--- src/rtl/fft_pkg.sv ---
// Shared types and elaboration-time helpers for the iterative radix-2 FFT.
package fft_pkg;

   typedef enum logic [1:0] {
      LOAD    = 2'd0,
      COMPUTE = 2'd1,
      UNLOAD  = 2'd2
   } state_t;

   localparam int CPLX_DW = 16;

   typedef struct packed {
      logic signed [CPLX_DW-1:0] re;
      logic signed [CPLX_DW-1:0] im;
   } cplx_t;

   localparam real PI = 3.14159265358979323846;

   function automatic int unsigned bitrev(input int unsigned v, input int nbits);
      int unsigned r;
      r = 0;
      for (int i = 0; i < 32; i++) begin
         if (i < nbits) r = (r << 1) | ((v >> i) & 32'd1);
      end
      return r;
   endfunction

   // Round to nearest (ties away from zero), then clip to the symmetric range.
   function automatic int tw_quant(input real x, input int tw);
      real r;
      int  q;
      int  lim;
      lim = (1 << (tw - 1)) - 1;
      r   = x * real'(lim + 1);
      q   = (r >= 0.0) ? $rtoi(r + 0.5) : $rtoi(r - 0.5);
      if (q > lim)  q = lim;
      if (q < -lim) q = -lim;
      return q;
   endfunction

   function automatic int tw_re(input int k, input int n_log2, input int tw);
      return tw_quant($cos(2.0 * PI * real'(k) / real'(1 << n_log2)), tw);
   endfunction

   function automatic int tw_im(input int k, input int n_log2, input int tw);
      return tw_quant(-$sin(2.0 * PI * real'(k) / real'(1 << n_log2)), tw);
   endfunction

endpackage

--- src/rtl/fft_butterfly.sv ---
// Combinational DIT butterfly with per-stage halving and k=0 multiplier bypass.
// FFT_ROUND_EN selects round-half-up on every shift instead of truncation.
module fft_butterfly #(
   parameter int DW = 16,
   parameter int TW = 16
) (
   input  logic [DW-1:0] i_a_re,
   input  logic [DW-1:0] i_a_im,
   input  logic [DW-1:0] i_b_re,
   input  logic [DW-1:0] i_b_im,
   input  logic [TW-1:0] i_w_re,
   input  logic [TW-1:0] i_w_im,
   input  logic          i_bypass,
   output logic [DW-1:0] o_a_re,
   output logic [DW-1:0] o_a_im,
   output logic [DW-1:0] o_b_re,
   output logic [DW-1:0] o_b_im
);
   localparam int PW = DW + TW + 1;
   localparam int XW = DW + 2;

`ifdef FFT_ROUND_EN
   localparam logic signed [PW-1:0] RND_P = PW'(1) << (TW - 2);
   localparam logic signed [XW-1:0] RND_S = XW'(1);
`else
   localparam logic signed [PW-1:0] RND_P = '0;
   localparam logic signed [XW-1:0] RND_S = '0;
`endif

   logic signed [PW-1:0] w_br, w_bi, w_wr, w_wi;
   logic signed [PW-1:0] w_pr_full, w_pi_full;
   logic signed [XW-1:0] w_p_re, w_p_im, w_a_re, w_a_im;
   logic signed [XW-1:0] w_sa_re, w_sa_im, w_sb_re, w_sb_im;

   assign w_br = PW'($signed(i_b_re));
   assign w_bi = PW'($signed(i_b_im));
   assign w_wr = PW'($signed(i_w_re));
   assign w_wi = PW'($signed(i_w_im));

   assign w_pr_full = w_wr * w_br - w_wi * w_bi;
   assign w_pi_full = w_wr * w_bi + w_wi * w_br;

   assign w_p_re = i_bypass ? XW'($signed(i_b_re)) : XW'((w_pr_full + RND_P) >>> (TW - 1));
   assign w_p_im = i_bypass ? XW'($signed(i_b_im)) : XW'((w_pi_full + RND_P) >>> (TW - 1));

   assign w_a_re = XW'($signed(i_a_re));
   assign w_a_im = XW'($signed(i_a_im));

   assign w_sa_re = w_a_re + w_p_re + RND_S;
   assign w_sa_im = w_a_im + w_p_im + RND_S;
   assign w_sb_re = w_a_re - w_p_re + RND_S;
   assign w_sb_im = w_a_im - w_p_im + RND_S;

   assign o_a_re = DW'(w_sa_re >>> 1);
   assign o_a_im = DW'(w_sa_im >>> 1);
   assign o_b_re = DW'(w_sb_re >>> 1);
   assign o_b_im = DW'(w_sb_im >>> 1);

endmodule

--- src/rtl/fft_radix2_iter.sv ---
// Iterative N-point radix-2 DIT FFT: one shared butterfly over an in-place register RAM.
// Rounding mode of the butterfly is selected by FFT_ROUND_EN (see fft_butterfly).
//
// state   | meaning
// LOAD    | accept N samples, stored at bit-reversed addresses
// COMPUTE | one butterfly per cycle, N/2 per stage, N_LOG2 stages
// UNLOAD  | present bins in natural order until N handshakes
module fft_radix2_iter #(
   parameter int N_LOG2 = 3,
   parameter int DW     = 16,
   parameter int TW     = 16
) (
   input  logic          clk,
   input  logic          rst,
   input  logic          in_valid,
   output logic          in_ready,
   input  logic [DW-1:0] in_re,
   input  logic [DW-1:0] in_im,
   output logic          out_valid,
   input  logic          out_ready,
   output logic [DW-1:0] out_re,
   output logic [DW-1:0] out_im,
   output logic          busy
);
   import fft_pkg::*;

   localparam int N  = 1 << N_LOG2;
   localparam int NH = N / 2;
   localparam int AW = N_LOG2;
   localparam int KW = (N_LOG2 > 1) ? N_LOG2 - 1 : 1;
   localparam int SW = 4;

   state_t        r_state, w_state_nxt;
   logic [AW-1:0] r_idx, r_j, r_oidx;
   logic [SW-1:0] r_s;
   logic [DW-1:0] r_ram_re [N];
   logic [DW-1:0] r_ram_im [N];

   logic          w_in_fire, w_last_bfly;
   logic [AW-1:0] w_half, w_lo, w_top, w_bot, w_bidx;
   logic [KW-1:0] w_k;
   logic [TW-1:0] w_rom_re [NH];
   logic [TW-1:0] w_rom_im [NH];
   logic [DW-1:0] w_na_re, w_na_im, w_nb_re, w_nb_im;

   for (genvar g = 0; g < NH; g++) begin : g_rom
      assign w_rom_re[g] = TW'(tw_re(g, N_LOG2, TW));
      assign w_rom_im[g] = TW'(tw_im(g, N_LOG2, TW));
   end

   assign w_in_fire   = in_valid && (r_state == LOAD);
   assign w_last_bfly = (r_s == SW'(N_LOG2 - 1)) && (r_j == AW'(NH - 1));

   always_comb begin
      w_half = AW'(1) << r_s;
      w_lo   = r_j & (w_half - AW'(1));
      w_top  = ((r_j >> r_s) << (r_s + SW'(1))) + w_lo;
      w_bot  = w_top + w_half;
      w_k    = KW'(w_lo << (SW'(N_LOG2 - 1) - r_s));
      w_bidx = AW'(bitrev(32'(r_idx), N_LOG2));
   end

   fft_butterfly #(.DW(DW), .TW(TW)) u_bfly (
      .i_a_re   (r_ram_re[w_top]),
      .i_a_im   (r_ram_im[w_top]),
      .i_b_re   (r_ram_re[w_bot]),
      .i_b_im   (r_ram_im[w_bot]),
      .i_w_re   (w_rom_re[w_k]),
      .i_w_im   (w_rom_im[w_k]),
      .i_bypass (w_k == '0),
      .o_a_re   (w_na_re),
      .o_a_im   (w_na_im),
      .o_b_re   (w_nb_re),
      .o_b_im   (w_nb_im)
   );

   always_ff @(posedge clk) begin
      if (rst) r_state <= LOAD;
      else     r_state <= w_state_nxt;
   end

   always_comb begin
      w_state_nxt = r_state;
      in_ready    = 1'b0;
      out_valid   = 1'b0;
      busy        = 1'b0;
      case (r_state)
         LOAD: begin
            in_ready = 1'b1;
            if (w_in_fire && (r_idx == AW'(N - 1))) w_state_nxt = COMPUTE;
         end
         COMPUTE: begin
            busy = 1'b1;
            if (w_last_bfly) w_state_nxt = UNLOAD;
         end
         UNLOAD: begin
            out_valid = 1'b1;
            if (out_ready && (r_oidx == AW'(N - 1))) w_state_nxt = LOAD;
         end
         default: w_state_nxt = LOAD;
      endcase
   end

   // Counters wrap naturally at N; r_s is cleared explicitly on the last butterfly.
   always_ff @(posedge clk) begin
      if (rst) begin
         r_idx  <= '0;
         r_j    <= '0;
         r_s    <= '0;
         r_oidx <= '0;
      end else begin
         case (r_state)
            LOAD:    if (w_in_fire) r_idx <= r_idx + AW'(1);
            COMPUTE: begin
               if (w_last_bfly) begin
                  r_j <= '0;
                  r_s <= '0;
               end else if (r_j == AW'(NH - 1)) begin
                  r_j <= '0;
                  r_s <= r_s + SW'(1);
               end else begin
                  r_j <= r_j + AW'(1);
               end
            end
            UNLOAD:  if (out_ready) r_oidx <= r_oidx + AW'(1);
            default: ;
         endcase
      end
   end

   always_ff @(posedge clk) begin
      if (!rst) begin
         if (w_in_fire) begin
            r_ram_re[w_bidx] <= in_re;
            r_ram_im[w_bidx] <= in_im;
         end else if (r_state == COMPUTE) begin
            r_ram_re[w_top] <= w_na_re;
            r_ram_im[w_top] <= w_na_im;
            r_ram_re[w_bot] <= w_nb_re;
            r_ram_im[w_bot] <= w_nb_im;
         end
      end
   end

   assign out_re = r_ram_re[r_oidx];
   assign out_im = r_ram_im[r_oidx];

endmodule
--- config.mk ---
export PLATFORM = sky130hd
export DESIGN_NAME = fft_radix2_iter
export DESIGN_NICKNAME = d
export VERILOG_FILES = /design/src/rtl/fft_pkg.sv /design/src/rtl/fft_butterfly.sv /design/src/rtl/fft_radix2_iter.sv
export SDC_FILE = /design/constraint.sdc
export NUM_CORES = 2
export LEC_CHECK = 0
export ABC_AREA = 1
export CORE_UTILIZATION = 65
export DETAILED_ROUTE_END_ITERATION = 7
export PLACE_DENSITY = 0.82
export SYNTH_ARGS = -nofsm -noshare
export SYNTH_HDL_FRONTEND = slang
export SYNTH_SLANG_ARGS = --single-unit
--- constraint.sdc ---
create_clock -name clk -period 16.33 [get_ports clk]
set_input_delay 3.266 -clock clk [delete_from_list [all_inputs] [get_ports clk]]
set_output_delay 3.266 -clock clk [all_outputs]
set_load 0.005 [all_outputs]
==> reports/metrics.yaml <==
outcome:
  status: "finished with violations"
  violations: "DRC"
floorplanning:
  die_x_um: 286
  core_area_sq_um: 79400
  rows: 103
  io-pin-count: 71
  die_area_sq_um: 81800
  die_height_um: 286
  initial_core_util_pct: 66.0
cts:
  cts.sinks: 274
  path_clk_slew_ns: 0.06
  h-tree-depth: 1
  clock_path_buffers: 3
  hold_buffers: 0
  cts_tree: "yes"
  cts_buffers: 26
  clockRootBuffer: "clkbuf_16"
  insertion_delay_ns: 0.60
synthesis:
  syn_area_sq_um: 52400
  synth_cell_type_count: 55
  synth.yosys.seq_area_share_pct: 15.4
  ys_ff_latch: 274
  netlist_top_cells_area: "fa_1 (35%), edfxtp_1 (15%), inv_1 (11%), ha_1 (10%), nand2_1 (6.3%)"
  syn_inst: 6276
  syn_area_per_cell_sq_um: 8.35
  ys_async_sr_fraction_pct: 0
  synth_top_area_share_pct: 34.5
  synth_top_cell_by_area: "fa_1"
  yosysWarnings: 0
  synthFlopType: "edfxtp_1"
  synth_edf_count: 256
place:
  place_hpwl_mm: 134
  place.gp.congestion: 1.03
  post-place-ws_ns: 1.26
  portBuffers: 70
global_route:
  antenna_found_initial: 5
  grt_max_degree: 100
  grt_pass1_wl_mm: 260
  grt.overflow.total: 0
  grt_pass1_vias: 44900
  grt_usage_pct: 42.4
worst_hold_path:
  min_to: "r_idx[2]$_SDFFE_PP0P_"
  min_from: "r_idx[2]$_SDFFE_PP0P_"
  hold_class: "register to register"
  whs_path_depth: 2
critical_path:
  start_kind: "register"
  worstSetupPathType: "register to register"
  rr_endpoint: "r_ram_im[6][13]$_DFFE_PP_"
  crit_fanout: 23
  r2r_start: "r_s[0]$_SDFFE_PP0P_"
  required_ns: 16.65
  cpPeakStageDelay_ns: 0.59
  crit_path_frequent_cell: "inv_1"
  crit_path_end_kind: "register"
  arrival_ns: 15.71
  r2r_cells: 67
  crit_slowest_cell: "nor2_1"
  rrSetupSlack_ns: 0.95
sta:
  worstMarginPinSlew_ns: 1.33
  max_freq_mhz: 65.0
  slew_headroom_pct: 9.89
  finalCritPeriodShare_pct: 94.2
  fin_ws_ns: 0.945
  drv_slew: 0
  finalSetupTns_ns: 0
  hold_violations: 0
  post-route-min-period_ns: 15.38
  setup_viol: 0
  rsz0062_at_grt: "no"
  skew_ns: 0.0302
routing:
  detail-route-antenna-nets: 0
  avgViaCountPerCell: 6.09
  vias: 44300
  dr.pass1.iters: 8
  wirelength_mm: 170
  avgRoutedWirePerCell_um: 23.4
  route.detailed.drc: 3
  first_iter_violations: 6276
layout:
  final_common_cell: "inv_1"
  nets: 7580
  final_cell_mix: "inv_1 (1476), fa_1 (904), nand2_1 (876)"
  drive_above_1_share_pct: 3.67
  areaGrowthSynthToFinish_pct: 5.12
pwr:
  peakVddDrop_v: 0.000356
  p_leak_uw: 0.0271
  total_power_uw: 8970
  power_density_nw_per_um2: 163
run:
  cap_viol_max_count: 0
==> metrics by stage <==
stage / hold slack (ns) / utilization, % / instance area, sq um / instances
5_1_grt: 0.519 / 69.4 / 55100 / 7283
3_5_place_dp: 0.492 / 68.4 / 54300 / 7235
4_1_cts: 0.503 / 69.4 / 55100 / 7283
3_3_place_gp: 0.475 / 68.4 / 54300 / 7235
2_1_floorplan: 0.443 / - / 52400 / 6279
6_report: 0.497 / 69.4 / 55100 / 7284
==> worst max-delay path: cells and delay by family (launching register included) <==
kind	cells	cell delay, ns
compound gates	11	1.94
xor+xnor	3	0.79
fa+ha+maj	14	5.93
buf+inv	15	1.45
flops	1	0.55
simple gates	24	4.44
==> repair_timing <==
item	4_1_cts	5_1_grt
endpoints found under the setup margin	0	4
buffers inserted	0	0
gates resized for setup	0	1
==> where the power goes <==
group,switching (uW),internal (uW),total (uW)
sequential,5.43,780,786
clock,301,332,633
combinational,4790,2770,7550
total,5090,3880,8970
==> layout make-up <==
cell class	instances	area (sq um)
flip-flops and latches	274	8060
multi-input cells	4263	38000
clock inverters	15	153
diodes	1	2.50
inverters	1497	5620
well taps	1050	1310
clock buffers	33	687
fillers	6168	24300
repair buffers	151	1320
==> per-layer routing <==
layer  vias to the layer above  wire [um]  global-route usage, %
met1                     21100      61500                   57.1
li1                      19400          -                      -
met5                         -         30                      0
met3                       706      26000                   12.7
met4                         6      10400                   19.6
met2                      3097      72300                   63.2
==> kinds of logic (layout without fill, tap and decap cells) <==
logic type	after synthesis	in the layout	synth area share (%)
other cells	1	5	0.00715
buf+inv	1742	1696	12.5
flops	274	274	15.4
xor+xnor	121	121	2.15
compound gates	1100	1100	11.7
simple gates	1707	1707	13.6
fa+ha+maj	1331	1331	44.7
==> synthesized netlist by cell type, types with 28 or more instances <==
master	instances
a211oi_1	40
a21oi_1	286
a31oi_1	65
buf_1	31
clkbuf_1	205
edfxtp_1	256
fa_1	904
ha_1	427
inv_1	1484
nand2_1	876
nand3_1	256
nor2_1	453
o211ai_1	59
o21ai_0	527
o21ai_1	28
xnor2_1	50
xor2_1	66
==> sequential cells by signal, indices dropped and copies added, names as in the netlist, named ones only <==
register	flops
r_state	2
r_s	4
r_j	3
r_idx	3
r_ram_im	128
r_oidx	3
r_ram_re	128
==> worst max path at each step <==
stage                                   start  cells past startpoint                   endpoint
after floorplan           r_s[0]$_SDFFE_PP0P_                     64  r_ram_im[7][15]$_DFFE_PP_
after global placement    r_s[0]$_SDFFE_PP0P_                     66  r_ram_re[6][15]$_DFFE_PP_
after detailed placement  r_s[0]$_SDFFE_PP0P_                     66  r_ram_re[0][15]$_DFFE_PP_
after CTS                 r_s[0]$_SDFFE_PP0P_                     66  r_ram_re[0][15]$_DFFE_PP_
after global routing      r_s[0]$_SDFFE_PP0P_                     67  r_ram_im[4][13]$_DFFE_PP_
final                     r_s[0]$_SDFFE_PP0P_                     67  r_ram_im[6][13]$_DFFE_PP_
No activity file was read; power rests on OpenSTA's default activity.
==> variant (same flow settings) <==
Re-encode `state_t` (3 states) as one-hot, 3 bits wide.
--- a/src/rtl/fft_pkg.sv
+++ b/src/rtl/fft_pkg.sv
@@ -1,10 +1,10 @@
 // Shared types and elaboration-time helpers for the iterative radix-2 FFT.
 package fft_pkg;
 
-   typedef enum logic [1:0] {
-      LOAD    = 2'd0,
-      COMPUTE = 2'd1,
-      UNLOAD  = 2'd2
+   typedef enum logic [2:0] {
+      LOAD    = 3'b001,
+      COMPUTE = 3'b010,
+      UNLOAD  = 3'b100
    } state_t;
 
    localparam int CPLX_DW = 16;
Check against the original RTL: same outputs for any inputs over 4 cycles, from zero or initial values and one cycle with rst high; so few cycles prove little.
==> variant against the unedited design <==
  * Setup slack got worse by 59 ps
  * Sequential cell count increased by 1
  * Count of clock-buffer cells in the layout up 8
  * Utilization up 0.13 points
  * Wire length up 2.9%
  * Area after synthesis is 0.18% higher
  * Highest routed layer unchanged
  * Final area increased by 0.36%
Power is not compared: it rests on default switching activity, and its combinational part moved more than twofold at a synthesized area within 25%.
==> variant: results (changes against the unedited design) <==
** Run status
- Result of the run :: complete, no violations

** Detailed routing
- First-pass iteration count of the detailed router :: 7 (-1)
- Residual DRC count :: 0 (-3)
- DR iter-0 viols :: 6153 (-2.0%)

** Timing
- The worst slack on hold paths is 476 ps (-21.1 ps).
- Final clock period utilization by the worst path :: 94.6% (+0.36 points)
- The worst slew margin relative to its limit came to 10.3% (+0.38 points).
- Clock Skew :: 61.4 ps (+31.1 ps)

** Synth
- Main area contributors after synthesis :: sky130_fd_sc_hd__fa_1 (34%), sky130_fd_sc_hd__edfxtp_1 (15%), sky130_fd_sc_hd__inv_1 (11%)
- Synth top cells by count :: sky130_fd_sc_hd__inv_1 (1470), sky130_fd_sc_hd__fa_1 (904), sky130_fd_sc_hd__nand2_1 (903)
- The number of distinct library cells after synthesis came to 57 (+3.6%).
- The adder-cell area share of the yosys netlist came to 44.6% (-0.080 points).
- The post-synthesis sequential area ratio came to 15.4% (about the same).
- Post-Synthesis Cell Area :: 0.0525 mm^2 (+0.18%)

** Global routing
- The met2 layer usage reported by global route was 65.7% (+2.5 points).
- Global-route wire length before repair :: 264000 um (+1.6%)
- The routing usage on met3 came to 13.9% (+1.1 points).
- The number of antenna violations at the first check in global routing was 6 (+1).
- The total track usage came to 43.1% (+0.73 points).
- Met1 capacity usage during global routing :: 53.0% (-4.1 points)

** Placed design
- Pre-CTS WS :: 862 ps (-397 ps)
- The area of placed instances came to 0.0543 mm^2 (+0.11%).
- The cell total after placement came to 7248 (+0.18%).
- The global placement routability congestion was 1.06 (+3.2%).
- Hpwl dp :: 136000 um (+1.5%)

** Finish
- Clock buffer cells :: 41 (+24%)
- The number of nets in the final layout is 7597 (+0.22%).
- Multi-input combinational gate total :: 4287 (+0.56%)
- The proportion of cell area occupied by multi-input gates came to 68.9% (about the same).
- Register cell area after layout :: 0.00808 mm^2 (+0.25%)
- Filler Cell Count :: 6193 (+0.41%)

** Clocking
- The number of buffers added by the clock tree synthesis step came to 29 (+12%).
- The number of clock sinks seen by CTS came to 275 (+0.36%).

** Critical path
- End of the worst register-to-register path :: r_ram_im[0][11]$_DFFE_PP_
- On the critical path, the stage with the largest delay is an instance of sky130_fd_sc_hd__xor2_1.
- Internal reg-to-reg setup slack :: 890 ps (-60 ps)
- Logic depth of the worst register-to-register path :: 55 (-18%)
- The arrival time reported for the critical path endpoint came to 15770 ps (+60 ps).

** Worst hold path
- Worst Hold Launch :: r_idx[1]$_SDFFE_PP0P_
- The worst hold path terminates at r_idx[1]$_SDFFE_PP0P_.
variant: worst max path at each step:
stage | from | end | cells past startpoint
6_report | r_s[0]$_SDFFE_PP0P_ | r_ram_im[0][11]$_DFFE_PP_ | 55
5_1_grt | r_s[0]$_SDFFE_PP0P_ | r_ram_im[4][15]$_DFFE_PP_ | 69
4_1_cts | r_s[0]$_SDFFE_PP0P_ | r_ram_im[4][15]$_DFFE_PP_ | 66
3_5_place_dp | r_s[0]$_SDFFE_PP0P_ | r_ram_im[2][15]$_DFFE_PP_ | 65
3_3_place_gp | r_s[0]$_SDFFE_PP0P_ | r_ram_im[4][15]$_DFFE_PP_ | 64
2_1_floorplan | r_s[0]$_SDFFE_PP0P_ | r_ram_im[0][15]$_DFFE_PP_ | 70
variant: routing by layer:
layer / vias to the layer above / wire (um)
li1: 19500 / -
met3: 836 / 25600
met4: 8 / 14400
met5: - / 52
met2: 3213 / 75600
met1: 21400 / 59500
